**config.mk**
```make
export PLATFORM = sky130hd
export DESIGN_NAME = rom_fetch_flat
export DESIGN_NICKNAME = d
export VERILOG_FILES = /design/src/rtl/rom_fetch_if.sv /design/src/rtl/rom_fetch.sv /design/src/flat_wrapper.sv
export SDC_FILE = /design/constraint.sdc
export NUM_CORES = 1
export LEC_CHECK = 0
export ABC_AREA = 1
export CAP_MARGIN = 20
export CORE_MARGIN = 2
export CORE_UTILIZATION = 55
export DETAILED_ROUTE_END_ITERATION = 16
export PLACE_DENSITY_LB_ADDON = 0.3
export SKIP_LAST_GASP = 1
export SYNTH_ARGS = -nofsm -noshare
export SYNTH_HDL_FRONTEND = slang
export SYNTH_SLANG_ARGS = --single-unit
```
**constraint.sdc**
```tcl
create_clock -name clk -period 9.7 [get_ports clk]
set_input_delay 0.97 -clock clk [delete_from_list [all_inputs] [get_ports clk]]
set_output_delay 0.97 -clock clk [all_outputs]
set_load 0.1 [all_outputs]
```
**src/rtl/rom_fetch_if.sv**
```systemverilog
// ---------------------------------------------------------------------------
// rom_fetch_if
//   Instruction stream handshake between the ROM fetch unit (producer) and
//   the instruction consumer (decoder/executor).
//
//   instr_valid  producer -> consumer  buffer head holds a word
//   instr_ready  consumer -> producer  consumer takes the head this cycle
//   instr_data   producer -> consumer  head word (WIDTH+1 bits)
//   instr_pc     producer -> consumer  ROM address the head word came from
//
//   modport master : the fetch unit
//   modport slave  : the consumer
// ---------------------------------------------------------------------------
interface rom_fetch_if #(
    parameter int WIDTH = 15,
    parameter int AW    = 11
);
    logic             instr_valid;
    logic             instr_ready;
    logic [WIDTH:0]   instr_data;
    logic [AW-1:0]    instr_pc;

    modport master (
        output instr_valid,
        output instr_data,
        output instr_pc,
        input  instr_ready
    );

    modport slave (
        input  instr_valid,
        input  instr_data,
        input  instr_pc,
        output instr_ready
    );
endinterface

```
**src/rtl/rom_fetch.sv**
```systemverilog
// ---------------------------------------------------------------------------
// rom_fetch
//   Sequential reader for a ROM with a 1-cycle registered read. Walks the
//   ROM from address 0, absorbs the read latency with an in-flight slot and
//   a small output FIFO, and streams {pc, word} pairs downstream through a
//   valid/ready handshake. A jump pulse flushes everything and restarts the
//   walk at a new address; the walk stops after address DEPTH (no wrap).
//
//   Parameters
//     WIDTH       MSB index of a ROM word (word is WIDTH+1 bits)
//     DEPTH       highest valid ROM address
//     FIFO_DEPTH  output buffer entries (>=2; 2 sustains one word/cycle)
//
//   Ports
//     clk         clock, all state on posedge
//     rst         synchronous reset, active high
//     rom_addr    address to the ROM, taken straight from the pc register
//     rom_data    ROM read data, valid one cycle after rom_addr
//     jump_valid  redirect request, single-cycle pulse
//     jump_addr   redirect target
//     done        walk is past DEPTH and nothing is buffered or in flight
//     instr       instruction stream (valid/ready/data/pc), master side
// ---------------------------------------------------------------------------
module rom_fetch #(
    parameter int WIDTH      = 15,
    parameter int DEPTH      = 1023,
    parameter int FIFO_DEPTH = 2
) (
    input  logic                   clk,
    input  logic                   rst,
    output logic [$clog2(DEPTH):0] rom_addr,
    input  logic [WIDTH:0]         rom_data,
    input  logic                   jump_valid,
    input  logic [$clog2(DEPTH):0] jump_addr,
    output logic                   done,
    rom_fetch_if.master            instr
);

    localparam int AW = $clog2(DEPTH) + 1;
    localparam int PW = $clog2(FIFO_DEPTH);
    localparam int CW = $clog2(FIFO_DEPTH + 1);

    localparam logic [AW:0]   LAST_PC  = (AW + 1)'(DEPTH);
    localparam logic [CW:0]   FULL_OCC = (CW + 1)'(FIFO_DEPTH);
    localparam logic [PW-1:0] PTR_LAST = PW'(FIFO_DEPTH - 1);

    // pc carries one extra bit so that stepping past DEPTH is detectable
    // without wrapping back to address 0.
    logic [AW:0]     pc;
    logic            inflight;
    logic [AW-1:0]   inflight_pc;

    logic [AW-1:0]   mem_pc   [FIFO_DEPTH];
    logic [WIDTH:0]  mem_data [FIFO_DEPTH];
    logic [PW-1:0]   rd_ptr;
    logic [PW-1:0]   wr_ptr;
    logic [CW-1:0]   count;

    logic            pop;
    logic            push;
    logic            issue;
    logic            pc_in_range;
    logic [CW:0]     occupancy;

    function automatic logic [PW-1:0] next_ptr(input logic [PW-1:0] p);
        return (p == PTR_LAST) ? '0 : p + PW'(1);
    endfunction

    assign pop         = instr.instr_valid && instr.instr_ready;
    assign push        = inflight && !jump_valid;
    assign pc_in_range = (pc <= LAST_PC);

    // Slots that will be committed after this edge if we issue nothing now:
    // buffered words plus the word returning from the ROM, minus the word
    // being accepted. Issuing only when this is below FIFO_DEPTH guarantees
    // the returning word always has room, so no backpressure to the ROM.
    assign occupancy = {1'b0, count} + (CW + 1)'(inflight) - (CW + 1)'(pop);
    assign issue     = !jump_valid && pc_in_range && (occupancy < FULL_OCC);

    assign rom_addr = pc[AW-1:0];

    // Head outputs are forced to zero when empty so the reset and flush
    // values are defined even though the storage itself is not reset.
    assign instr.instr_valid = (count != '0);
    assign instr.instr_data  = instr.instr_valid ? mem_data[rd_ptr] : '0;
    assign instr.instr_pc    = instr.instr_valid ? mem_pc[rd_ptr]   : '0;

    assign done = !pc_in_range && (count == '0) && !inflight;

    // Control state. A jump outranks everything: it drops buffered words,
    // discards the word returning from the ROM and suppresses issue.
    always_ff @(posedge clk) begin
        if (rst) begin
            pc          <= '0;
            inflight    <= 1'b0;
            inflight_pc <= '0;
            rd_ptr      <= '0;
            wr_ptr      <= '0;
            count       <= '0;
        end else if (jump_valid) begin
            pc       <= {1'b0, jump_addr};
            inflight <= 1'b0;
            rd_ptr   <= '0;
            wr_ptr   <= '0;
            count    <= '0;
        end else begin
            inflight <= issue;
            if (issue) begin
                inflight_pc <= pc[AW-1:0];
                pc          <= pc + (AW + 1)'(1);
            end
            if (push) begin
                wr_ptr <= next_ptr(wr_ptr);
            end
            if (pop) begin
                rd_ptr <= next_ptr(rd_ptr);
            end
            if (push && !pop) begin
                count <= count + CW'(1);
            end else if (!push && pop) begin
                count <= count - CW'(1);
            end
        end
    end

    // Buffer storage, written with the returning ROM word and its address.
    always_ff @(posedge clk) begin
        if (!rst && push) begin
            mem_pc[wr_ptr]   <= inflight_pc;
            mem_data[wr_ptr] <= rom_data;
        end
    end

endmodule

```
**src/flat_wrapper.sv**
```systemverilog
// flat-port wrapper written by rule: the top's interface ports become plain ports
module rom_fetch_flat 
#(
    parameter int WIDTH      = 15,
    parameter int DEPTH      = 1023,
    parameter int FIFO_DEPTH = 2
)
  (clk, rst, rom_addr, rom_data, jump_valid, jump_addr, done, instr_instr_valid, instr_instr_data, instr_instr_pc, instr_instr_ready);
  rom_fetch_if #(.WIDTH(WIDTH), .AW((11))) instr_i ();
  input  logic clk;
  input  logic rst;
  output logic [$clog2(DEPTH):0] rom_addr;
  input  logic [WIDTH:0] rom_data;
  input  logic jump_valid;
  input  logic [$clog2(DEPTH):0] jump_addr;
  output logic done;
  output wire logic [$bits(instr_i.instr_valid)-1:0] instr_instr_valid;
  output wire logic [$bits(instr_i.instr_data)-1:0] instr_instr_data;
  output wire logic [$bits(instr_i.instr_pc)-1:0] instr_instr_pc;
  input wire logic [$bits(instr_i.instr_ready)-1:0] instr_instr_ready;
  assign instr_instr_valid = instr_i.instr_valid;
  assign instr_instr_data = instr_i.instr_data;
  assign instr_instr_pc = instr_i.instr_pc;
  assign instr_i.instr_ready = instr_instr_ready;
  rom_fetch #(.WIDTH(WIDTH), .DEPTH(DEPTH), .FIFO_DEPTH(FIFO_DEPTH)) u_core (.clk(clk), .rst(rst), .rom_addr(rom_addr), .rom_data(rom_data), .jump_valid(jump_valid), .jump_addr(jump_addr), .done(done), .instr(instr_i));
endmodule
```
==> results by group, run 1 <==
Place
  – Place WS: 6.005 ns
  – Port bufs: 70
  – Post-detail-place hpwl: 4.672 mm
  – RD Place Congestion: 0.8544
  – Placed Instance Area: 4202 um^2

Pwr
  – Clock power share: 27.7%
  – Static Leakage: 1.648 nW
  – VDD IR max: 0.0001144 V
  – Pwr Density: 172.4 nW/um^2
  – Part of the power in registers: 53.3%
  – Cell Int Power: 527.5 uW
  – Psw: 225.2 uW
  – Comb power frac: 19.0%
  – Sw frac: 29.92%

Critical path
  – Crit end category: primary output
  – Critical Path Fanout Max: 28
  – Critical path data arrival time: 3.00 ns
  – Data required time of the worst path: 8.73 ns
  – CP max stage delay: 1.00 ns
  – Slowest cell on the critical path: clkdlybuf4s50_1
  – Buffers plus inverters on the worst setup path: 3
  – Crit path max-delay family: buffers and inverters
  – Cells along the critical path: buf_4 -> clkinv_1 -> nand2_1 -> a21oi_1 -> clkdlybuf4s50_1
  – Crit start category: flop
  – Crit Path Category: reg2out

Final layout
  – Area of the multi-input gates: 1044 um^2
  – Register Area: 2202 um^2
  – # fillers: 462
  – Area added between synthesis and finish: 24.52%
  – Leading cell type in the layout, fill and taps excluded: nand2_1
  – Layout Nets: 453
  – Count of inserted antenna diode cells: 0
  – Finished Cell Area: 4365 um^2
  – Most frequent cells in the layout: 100 x nand2_1, 70 x clkdlybuf4s50_1, 54 x edfxtp_1
  – Layout cells sized above 1: 6.856%

Global route
  – GR met1 Demand/Resource: 25.98%
  – Gr usage total: 20.91%
  – Antenna violations before repair: 0
  – Top Usage Layer GRT: met2
  – First-pass GRT wire length: 11.73 mm
  – Pin count of the biggest net entering global routing: 29
  – GR Util met2: 35.20%
  – Vias in the first global route: 2661
  – Total grt overflow: 0
  – M3 GR Usage: 5.045%

Drt
  – DR vias: 2627
  – Initial DRT Pass Iterations: 4
  – Initial drt markers: 132
  – Overall routed net length: 6.937 mm
  – Average wire per standard cell: 13.87 um
  – Routed vias/inst: 5.254
  – DRC: 0
  – Post-route antenna net violation count: 0

Floorplan
  – I/O Pins: 71
  – Area of the die: 7029 um^2
  – Std cell rows: 29
  – Initial Utilization: 56.17%
  – Die Wd: 83.84 um
  – Core Area: 6241 um^2
  – Die Y: 83.84 um

Yosys
  – Number of distinct library cells after synthesis: 28
  – Largest family of logic cells by synthesized area: simple AND/OR/NAND/NOR gates
  – Post-synthesis sequential area ratio: 62.81%
  – Register bit total from synthesis: 83
  – Mux contribution to synthesized area: 0%
  – Complex-gate fraction of the synthesized area: 10.49%
  – Synthesized-area fraction occupied by xor and xnor cells: 0.9993%
  – Syn_area_per_cell: 9.793 um^2
  – Synthesis Warnings: 0
  – Synthesized instance count: 358
  – Post-synthesis cell area: 3506 um^2
  – Synth Area in Adders: 1.642%
  – Simple-gate share of the synthesized area: 16.35%
  – Synth Net Count: 393

Job
  – Max_cap viols: 0

CTS
  – CTS resizes: 0
  – CTS Buf Count: 9
  – Clk buf depth: 2
  – Worst-Skew Late Latency: 0.34 ns
  – CTS tree: done
  – Root Buffer: clkbuf_8
  – Sink Count: 83
  – Hold-fix buffers at CTS: 0
  – H-tree depth reported by CTS: 3
  – Clock transition at path regs: 0.07 ns
  – Number of setup buffers added after CTS: 0

STA
  – Setup TNS: 0 ns
  – RSZ-0062 raised after global routing: false
  – Worst rel slew slack: 34.53%
  – Setup ws final: 5.729 ns
  – Fin. Hold Viols: 0
  – Fmax: 251.8 MHz
  – Fin. max-slew vios: 0
  – Least-Margin Pin Slew: 0.9790 ns
  – Clock skew: 0.007682 ns
  – Minimum clock period: 3.971 ns
  – Final Setup Violations: 0
  – Period utilization: 40.94%

Hold path
  – HP Class: reg2reg

Status
  – Status: completed
==> final timing paths <==
path | startpoint | to | slack (ns) | cells past startpoint
setup / recovery | flop | instr_instr_data[14] | 5.73 | 5
hold / removal | u_core.inflight_pc[1] | u_core.mem_pc[1][1] | 0.45 | 0
hold reg to reg | u_core.inflight_pc[1] | u_core.mem_pc[1][1] | 0.45 | 0
setup reg to reg | u_core.count[1] | u_core.pc[0] | 6.47 | 14
==> metrics by stage <==
| step | std cells | hold slack [ns] | power (mW) | utilization, % |
|---|---|---|---|---|
| after floorplan | 358 | 0.4160 | 0.5162 | - |
| after global placement | 483 | 0.4327 | 0.5468 | 66.88 |
| final | 500 | 0.4509 | 0.7528 | 69.95 |
| after global routing | 500 | 0.4764 | 0.7835 | 69.95 |
| after detailed placement | 484 | 0.4399 | 0.5514 | 67.32 |
| after CTS | 500 | 0.4522 | 0.7562 | 69.95 |
==> sequential cells by signal (all words and copies together) (netlist names), named ones only <==
| signal | flops |
|---|---|
| u_core.rd_ptr | 1 |
| u_core.pc | 12 |
| u_core.mem_data | 32 |
| u_core.count | 2 |
| u_core.mem_pc | 22 |
| u_core.inflight | 1 |
| u_core.inflight_pc | 11 |
| u_core.wr_ptr | 1 |
==> per-layer routing <==
| metal | wire, um | vias to the layer above |
|---|---|---|
| li1 | - | 1297 |
| met4 | 136 | 0 |
| met3 | 343 | 16 |
| met2 | 3493 | 87 |
| met1 | 2963 | 1227 |
| met5 | 0 | - |
==> cell families (layout without fill, tap and decap cells) <==
family	Yosys count	in the layout
adder cells (fa/ha/maj)	4	4
flip-flops	83	83
AND/OR/NAND/NOR	143	143
XOR/XNOR	4	4
buffers and inverters	54	119
AO/OA/AOI/OAI	70	70
==> power by group through the flow <==
| stage | clock network, mW | logic [mW] | registers [mW] |
|---|---|---|---|
| 6_report | 0.209 | 0.143 | 0.401 |
| 5_1_grt | 0.229 | 0.152 | 0.403 |
| 3_5_place_dp | 0 | 0.143 | 0.409 |
| 3_3_place_gp | 0 | 0.139 | 0.408 |
| 2_1_floorplan | 0 | 0.111 | 0.405 |
| 4_1_cts | 0.212 | 0.143 | 0.401 |
==> worst register-to-register path, cell delays in order, from the launching register on <==
cell	delay, ns
dfxtp_1	0.37
nor2_2	0.43
inv_1	0.12
nand2_1	0.11
inv_1	0.08
ha_1	0.28
or2_2	0.30
fa_1	0.49
nand2_1	0.06
nor2_2	0.11
nand2_2	0.17
inv_2	0.32
nand2_1	0.13
o21ai_0	0.10
nor2_1	0.06
==> synth_stat cells (all sizes together) <==
cell type  instances  area share, %
o21ai             22            3.1
xnor2              2           0.50
or2                1           0.18
a21boi             1           0.21
nand3             12            1.7
nor2              26            3.1
xor2               2           0.50
ha                 3            1.1
nand2            101             11
buf               21            4.2
nor3               1           0.14
o211ai             1           0.36
dfxtp             29             17
clkbuf             4           0.43
edfxtp            54             46
a211oi             1           0.36
clkinv             1           0.11
nand4              2           0.36
a21oi             45            6.4
fa                 1           0.57
inv               28            3.0
==> final cells by class <==
cell class / instances / area share (%)
tap: 77 / 2.207
multi-input combinational: 221 / 23.90
sequential: 83 / 50.44
clock buffer: 12 / 3.325
inverter: 29 / 2.494
clock inverter: 4 / 0.4299
timing repair buffer: 74 / 17.20
Power figures use the tool's default switching activity.
==> inputs of run 2 (changes only) <==
--- a/config.mk
+++ b/config.mk
@@ -8,7 +8,7 @@
 export ABC_AREA = 1
 export CAP_MARGIN = 20
 export CORE_MARGIN = 2
-export CORE_UTILIZATION = 55
+export CORE_UTILIZATION = 51
 export DETAILED_ROUTE_END_ITERATION = 16
 export PLACE_DENSITY_LB_ADDON = 0.3
 export SKIP_LAST_GASP = 1
==> constraint.sdc (replaced) <==
create_clock -name clk -period 3.8 [get_ports clk]
set_input_delay 0.38 -clock clk [delete_from_list [all_inputs] [get_ports clk]]
set_output_delay 0.38 -clock clk [all_outputs]
set_load 0.1 [all_outputs]
==> run 2 against run 1 <==
Global-route usage fell by 1.0 points. First-iteration DRC count rose by 20%. Non-clock buffer count did not move. Wire length rose by 0.53%. Largest power group unchanged. Hold slack got worse by 0.0037 ns. Via count fell by 0.80%. Final cell count rose by 0.60%. Critical endpoint is now u_core.pc[6]. Total power rose to 2.6 times the previous value. Cell area fell by 1.7%.
==> results by group, run 2 (same netlist as run 1, synthesis figures left out) <==
Status
  – Status: completed

Final layout
  – Area of the multi-input gates: 1044 um^2 (unchanged)
  – Largest registers: u_core.mem_data x32, u_core.mem_pc x22, u_core.pc x12
  – Most frequent cells in the layout: 100 x nand2_1, 54 x edfxtp_1, 45 x a21oi_1
  – Area added between synthesis and finish: 22.41%
  – Finished Layout Cells: 503 (+0.60%)
  – Layout cells sized above 1: 14.66% (+7.8 points)
  – Register Area: 2202 um^2 (unchanged)
  – Layout Nets: 453 (unchanged)
  – Leading cell type in the layout, fill and taps excluded: nand2_1
  – # fillers: 545 (+18%)
  – Count of inserted antenna diode cells: 0 (unchanged)
  – Max reg flops: 32 (unchanged)
  – Final design utilization: 63.87% (-6.1 points)
  – Biggest register: u_core.mem_data

Job
  – Max_cap viols: 0 (unchanged)

CTS
  – Root Buffer: clkbuf_8
  – Number of setup buffers added after CTS: 0 (unchanged)
  – Hold-fix buffers at CTS: 0 (unchanged)
  – Sink Count: 83 (unchanged)
  – Clk buf depth: 2 (unchanged)
  – CTS Buf Count: 9 (unchanged)
  – Worst-Skew Late Latency: 0.35 ns (about the same)
  – CTS tree: done
  – CTS resizes: 0 (unchanged)
  – Clock transition at path regs: 0.08 ns (about the same)
  – H-tree depth reported by CTS: 3 (unchanged)

Global route
  – Gr usage total: 19.87% (-1.0 points)
  – Total grt overflow: 0 (unchanged)
  – First-pass GRT wire length: 11.61 mm (-1.0%)
  – Antenna violations before repair: 0 (unchanged)
  – Pin count of the biggest net entering global routing: 29 (unchanged)
  – Vias in the first global route: 2497 (-6.2%)

Floorplan
  – Std cell rows: 30 (+3.4%)
  – Area of the die: 7553 um^2 (+7.5%)
  – Core Area: 6719 um^2 (+7.7%)
  – Initial Utilization: 52.18% (-4.0 points)
  – Die Y: 86.91 um (+3.7%)
  – I/O Pins: 71 (unchanged)
  – Die Wd: 86.91 um (+3.7%)

STA
  – Period utilization: 74.31%
  – Fmax: 354.1 MHz
  – Setup TNS: 0 ns (unchanged)
  – Fin. Hold Viols: 0 (unchanged)
  – Setup ws final: 0.9763 ns (-4.752 ns)
  – Fin. max-slew vios: 0 (unchanged)
  – Least-Margin Pin Slew: 0.9720 ns (-0.007043 ns)
  – Clock skew: 0.009219 ns (+0.001537 ns)
  – Minimum clock period: 2.824 ns
  – Hold_ws: 0.4472 ns (-0.003724 ns)
  – Final Setup Violations: 0 (unchanged)
  – Worst rel slew slack: 35.00% (+0.47 points)
  – RSZ-0062 raised after global routing: false

Drt
  – DR vias: 2606 (-0.80%)
  – Routed vias/inst: 5.181 (-1.4%)
  – Initial DRT Pass Iterations: 4 (unchanged)
  – Overall routed net length: 6.974 mm (+0.53%)
  – Post-route antenna net violation count: 0 (unchanged)
  – Initial drt markers: 158 (+20%)
  – DRC: 0 (unchanged)
  – Average wire per standard cell: 13.86 um (about the same)

Critical path
  – Crit start category: flop
  – Crit end category: flop
  – FF-to-FF setup slack: 0.98 ns (-5.49 ns)
  – Data required time of the worst path: 4.10 ns (-4.63 ns)
  – Critical path data arrival time: 3.12 ns (+0.12 ns)
  – Critical Path Fanout Max: 21 (-25%)
  – Crit Path Category: reg2reg

Place
  – Port bufs: 70 (unchanged)
  – Post-detail-place hpwl: 4.734 mm (+1.3%)
  – Place WS: 0.7011 ns (-5.304 ns)
  – RD Place Congestion: 0.8509 (-0.41%)
  – Placed Cells: 487 (+0.62%)

Pwr
  – Static Leakage: 1.705 nW (+3.4%)
  – VDD IR max: 0.0003320 V (+190%)
  – Pwr Density: 452.3 nW/um^2 (+160%)

Hold path
  – HP Class: reg2reg
[run 2: cell count changes in the layout (fill, tap and decap cells not counted), moves of 2 or more]
cell / previous run / this run
clkbuf_1: 2 / 0
inv_6: 0 / 2
clkinv_4: 0 / 2
clkinv_2: 0 / 2
buf_4: 3 / 32
clkdlybuf4s50_1: 70 / 42
clkinv_1: 4 / 1
[run 2: per-stage QoR]
step | power (mW) | instance area (um^2)
detailed placement | 1.400 | 4115
floorplan | 1.318 | 3506
finish | 1.941 | 4292
global route | 2.026 | 4292
global placement | 1.393 | 4115
CTS | 1.960 | 4292
[run 2: routing by layer]
layer,vias to the layer above,wire (um),global-route usage (%),part of all wire [%]
met5,-,0,0,0
met4,0,142,9.659,2.0
met3,9,452,3.507,6.5
met2,84,3344,32.13,48
met1,1208,3034,25.94,44
li1,1305,-,-,-
[run 2: layout make-up]
cell class | count | area share, %
Sequential cell | 83 | 51.31
Multi-Input combinational cell | 221 | 24.31
Timing Repair Buffer | 74 | 15.39
Clock buffer | 9 | 2.886
Inverter | 29 | 2.536
Tap cell | 80 | 2.332
Clock inverter | 7 | 1.224
[run 2: power breakdown]
part / internal [mW] / total (mW) / leakage, nW / switching (mW)
clock: 0.241 / 0.561 / 0.0900 / 0.320
combinational: 0.0943 / 0.357 / 0.888 / 0.262
sequential: 0.995 / 1.02 / 0.727 / 0.0280
total: 1.33 / 1.94 / 1.71 / 0.610
[run 2: worst paths after layout]
check,startpoint,to,cells after the start
worst max-delay path,u_core.count[1],u_core.pc[6],15
worst min-delay path,u_core.pc[11],u_core.pc[11],2
worst max register to register,u_core.count[1],u_core.pc[6],15
worst min register to register,u_core.pc[11],u_core.pc[11],2
[run 2: worst max-delay path, stage by stage, from the launching register on]
cell and delay, ns:
dfxtp_1 0.38, nor2_2 0.12, inv_1 0.06, nand2_1 0.07
inv_1 0.07, ha_1 0.28, or2_2 0.30, fa_1 0.49
nand2_1 0.06, nor2_2 0.12, nand2_2 0.17, inv_2 0.32
nand3_1 0.12, nand3_1 0.10, nand2_1 0.05, inv_1 0.06
==> inputs of run 3 (changes only) <==
==> constraint.sdc (replaced) <==
create_clock -name clk -period 2.6 [get_ports clk]
set_input_delay 0.26 -clock clk [delete_from_list [all_inputs] [get_ports clk]]
set_output_delay 0.26 -clock clk [all_outputs]
set_load 0.1 [all_outputs]
==> run 3 against run 2 <==
Register-to-register slack worse by 0.87 ns. Combinational power up 79%. Global-route usage up 0.91 points. Utilization up 8.9 points. Die area unchanged. Clock skew about the same. Maximum frequency up 13%. Setup slack worse by 0.87 ns. Largest power group unchanged.
==> results by group, run 3 (same netlist as run 1, synthesis figures left out) <==
Critical path
  – Buffers plus inverters on the worst setup path: 5 (+1)
  – Crit end category: flop
  – Crit start category: flop
  – Slowest cell on the critical path: fa_1
  – Critical Path Fanout Max: 5 (-76%)
  – Data required time of the worst path: 2.90 ns (-1.20 ns)
  – Critical path data arrival time: 2.79 ns (-0.33 ns)
  – FF-to-FF setup slack: 0.11 ns (-0.87 ns)
  – Crit path max-delay family: simple AND/OR/NAND/NOR gates
  – Crit Path Category: reg2reg
  – CP max stage delay: 0.48 ns (about the same)
  – Cells along the critical path: nor2_4 -> clkinvlp_4 -> nand2_2 -> inv_2 -> ha_4 -> or2_4 -> fa_1 -> nand2_1 -> nor2_2 -> nand2_2 -> inv_4 -> buf_6 -> nand3_2 -> nand3_1 -> nand2_1 -> inv_1

Drt
  – DR vias: 2675 (+2.6%)
  – Average wire per standard cell: 14.32 um (+3.3%)
  – Routed vias/inst: 5.184 (about the same)
  – Post-route antenna net violation count: 0 (unchanged)
  – Overall routed net length: 7.390 mm (+6.0%)
  – Initial DRT Pass Iterations: 4 (unchanged)
  – DRC: 0 (unchanged)
  – Initial drt markers: 169 (+7.0%)

Pwr
  – VDD IR max: 0.0003389 V (+2.1%)
  – Cell Int Power: 2.314 mW (+74%)
  – Clock power share: 33.8% (+4.9 points)
  – Part of the power in registers: 46.4% (-6.3 points)
  – Sw frac: 28.21% (-3.2 points)
  – Pwr Total: 3.223 mW (+66%)
  – Psw: 909.3 uW (+49%)
  – Pwr Density: 659.5 nW/um^2 (+46%)
  – Static Leakage: 1.904 nW (+12%)
  – Comb power frac: 19.8% (+1.4 points)

CTS
  – H-tree depth reported by CTS: 3 (unchanged)
  – Clock transition at path regs: 0.08 ns (about the same)
  – CTS tree: done
  – Root Buffer: clkbuf_8
  – Sink Count: 83 (unchanged)
  – Clk buf depth: 2 (unchanged)
  – CTS Buf Count: 9 (unchanged)
  – Worst-Skew Late Latency: 0.35 ns (about the same)

Final layout
  – # fillers: 448 (-18%)
  – Count of inserted antenna diode cells: 0 (unchanged)
  – Register Area: 2210 um^2 (+0.34%)
  – Layout Nets: 466 (+2.9%)
  – Largest registers: u_core.mem_data x32, u_core.mem_pc x22, u_core.pc x12
  – Most frequent cells in the layout: 97 x nand2_1, 54 x edfxtp_1, 42 x a21oi_1
  – Layout cells sized above 1: 22.71% (+8.0 points)
  – Finished Cell Area: 4887 um^2 (+14%)
  – Final design utilization: 72.74% (+8.9 points)
  – Area added between synthesis and finish: 39.40%
  – Finished Layout Cells: 516 (+2.6%)
  – Leading cell type in the layout, fill and taps excluded: nand2_1
  – Max reg flops: 32 (unchanged)
  – Biggest register: u_core.mem_data
  – Area of the multi-input gates: 1109 um^2 (+6.2%)

STA
  – Fin. Hold Viols: 0 (unchanged)
  – Final Setup Violations: 0 (unchanged)
  – Least-Margin Pin Slew: 0.8009 ns (-0.1711 ns)
  – Minimum clock period: 2.492 ns (-0.3317 ns)
  – Clock skew: 0.008775 ns (-0.0004446 ns)
  – RSZ-0062 raised after global routing: true
  – Fmax: 401.3 MHz (+13%)
  – Fin. max-slew vios: 0 (unchanged)
  – Worst rel slew slack: 46.28% (+11 points)
  – Period utilization: 95.85% (+22 points)
  – Setup ws final: 0.1080 ns (-0.8683 ns)

Global route
  – Pin count of the biggest net entering global routing: 29 (unchanged)
  – Total grt overflow: 0 (unchanged)
  – Gr usage total: 20.79% (+0.91 points)
  – First-pass GRT wire length: 11.89 mm (+2.4%)
  – Antenna violations before repair: 0 (unchanged)
  – Vias in the first global route: 2597 (+4.0%)

Place
  – Post-detail-place hpwl: 4.918 mm (+3.9%)
  – RD Place Congestion: 0.8702 (+2.3%)
  – Placed Instance Area: 4548 um^2 (+11%)
  – Place WS: -0.01081 ns (-0.7119 ns)
  – Placed Cells: 492 (+1.0%)
  – Port bufs: 70 (unchanged)

Job
  – Max_cap viols: 0 (unchanged)

Hold path
  – HP Class: reg2reg

Floorplan
  – Die Y: 86.91 um (unchanged)
  – I/O Pins: 71 (unchanged)
  – Core Area: 6719 um^2 (unchanged)
  – Std cell rows: 30 (unchanged)
  – Die Wd: 86.91 um (unchanged)
  – Initial Utilization: 52.18% (unchanged)
  – Area of the die: 7553 um^2 (unchanged)

Status
  – Status: completed
-- run 3: cell types whose count changed in the layout (fill, tap and decap cells not counted), sizes merged --
cell	previous run	this run
bufinv	0	3
inv	30	27
buf	32	56
clkbuf	9	11
clkdlybuf4s50	42	30
clkinv	5	2
clkinvlp	1	3
-- run 3: power by group through the flow --
stage               clock network, mW  logic [mW]  registers [mW]
floorplan                           0       0.425            1.51
global placement                    0       0.590            1.52
detailed placement                  0       0.600            1.53
CTS                              1.10       0.602            1.50
global route                     1.16       0.675            1.50
finish                           1.09       0.638            1.50
-- run 3: timing repair --
action,CTS,global route
resized for setup,0,6
buffers inserted,0,7
setup endpoints to repair,0,8
hold buffers,0,0
-- run 3: final timing paths --
check	from	end	cells past startpoint
min reg2reg	u_core.inflight_pc[10]	u_core.inflight_pc[10]	2
max reg2reg	u_core.count[0]	u_core.pc[9]	16
max	u_core.count[0]	u_core.pc[9]	16
min	u_core.inflight_pc[10]	u_core.inflight_pc[10]	2
-- run 3: per-layer routing --
metal / GRT usage (%) / up-vias / part of all wire, %
li1: - / 1325 / -
met1: 25.29 / 1251 / 41
met2: 35.67 / 87 / 51
met3: 5.498 / 12 / 6.0
met4: 7.386 / 0 / 1.6
met5: 0 / - / 0
-- run 3: area by class of cell --
cell class | count | share of cell area, %
flip-flops and latches | 83 | 45.21
multi-input cells | 221 | 22.68
clock buffers | 10 | 2.611
repair buffers | 87 | 22.76
well taps | 80 | 2.048
clock inverters | 6 | 2.330
inverters | 29 | 2.355
-- run 3: worst reg2reg max path, cell delays in order, from the launching register on --
cell and delay [ns]:
dfxtp_4 0.36, nor2_4 0.13, clkinvlp_4 0.10, nand2_2 0.07, inv_2 0.05, ha_4 0.20, or2_4 0.22, fa_1 0.48
nand2_1 0.06, nor2_2 0.11, nand2_2 0.13, inv_4 0.15, buf_6 0.12, nand3_2 0.07, nand3_1 0.09, nand2_1 0.06
inv_1 0.06
-- run 3: metrics by stage --
step	hold slack [ns]	TNS, ns
floorplan	0.3589	-3.814
global placement	0.4337	0
detailed placement	0.4417	-0.03464
CTS	0.4634	0
global route	0.4753	-0.08611
finish	0.4577	0
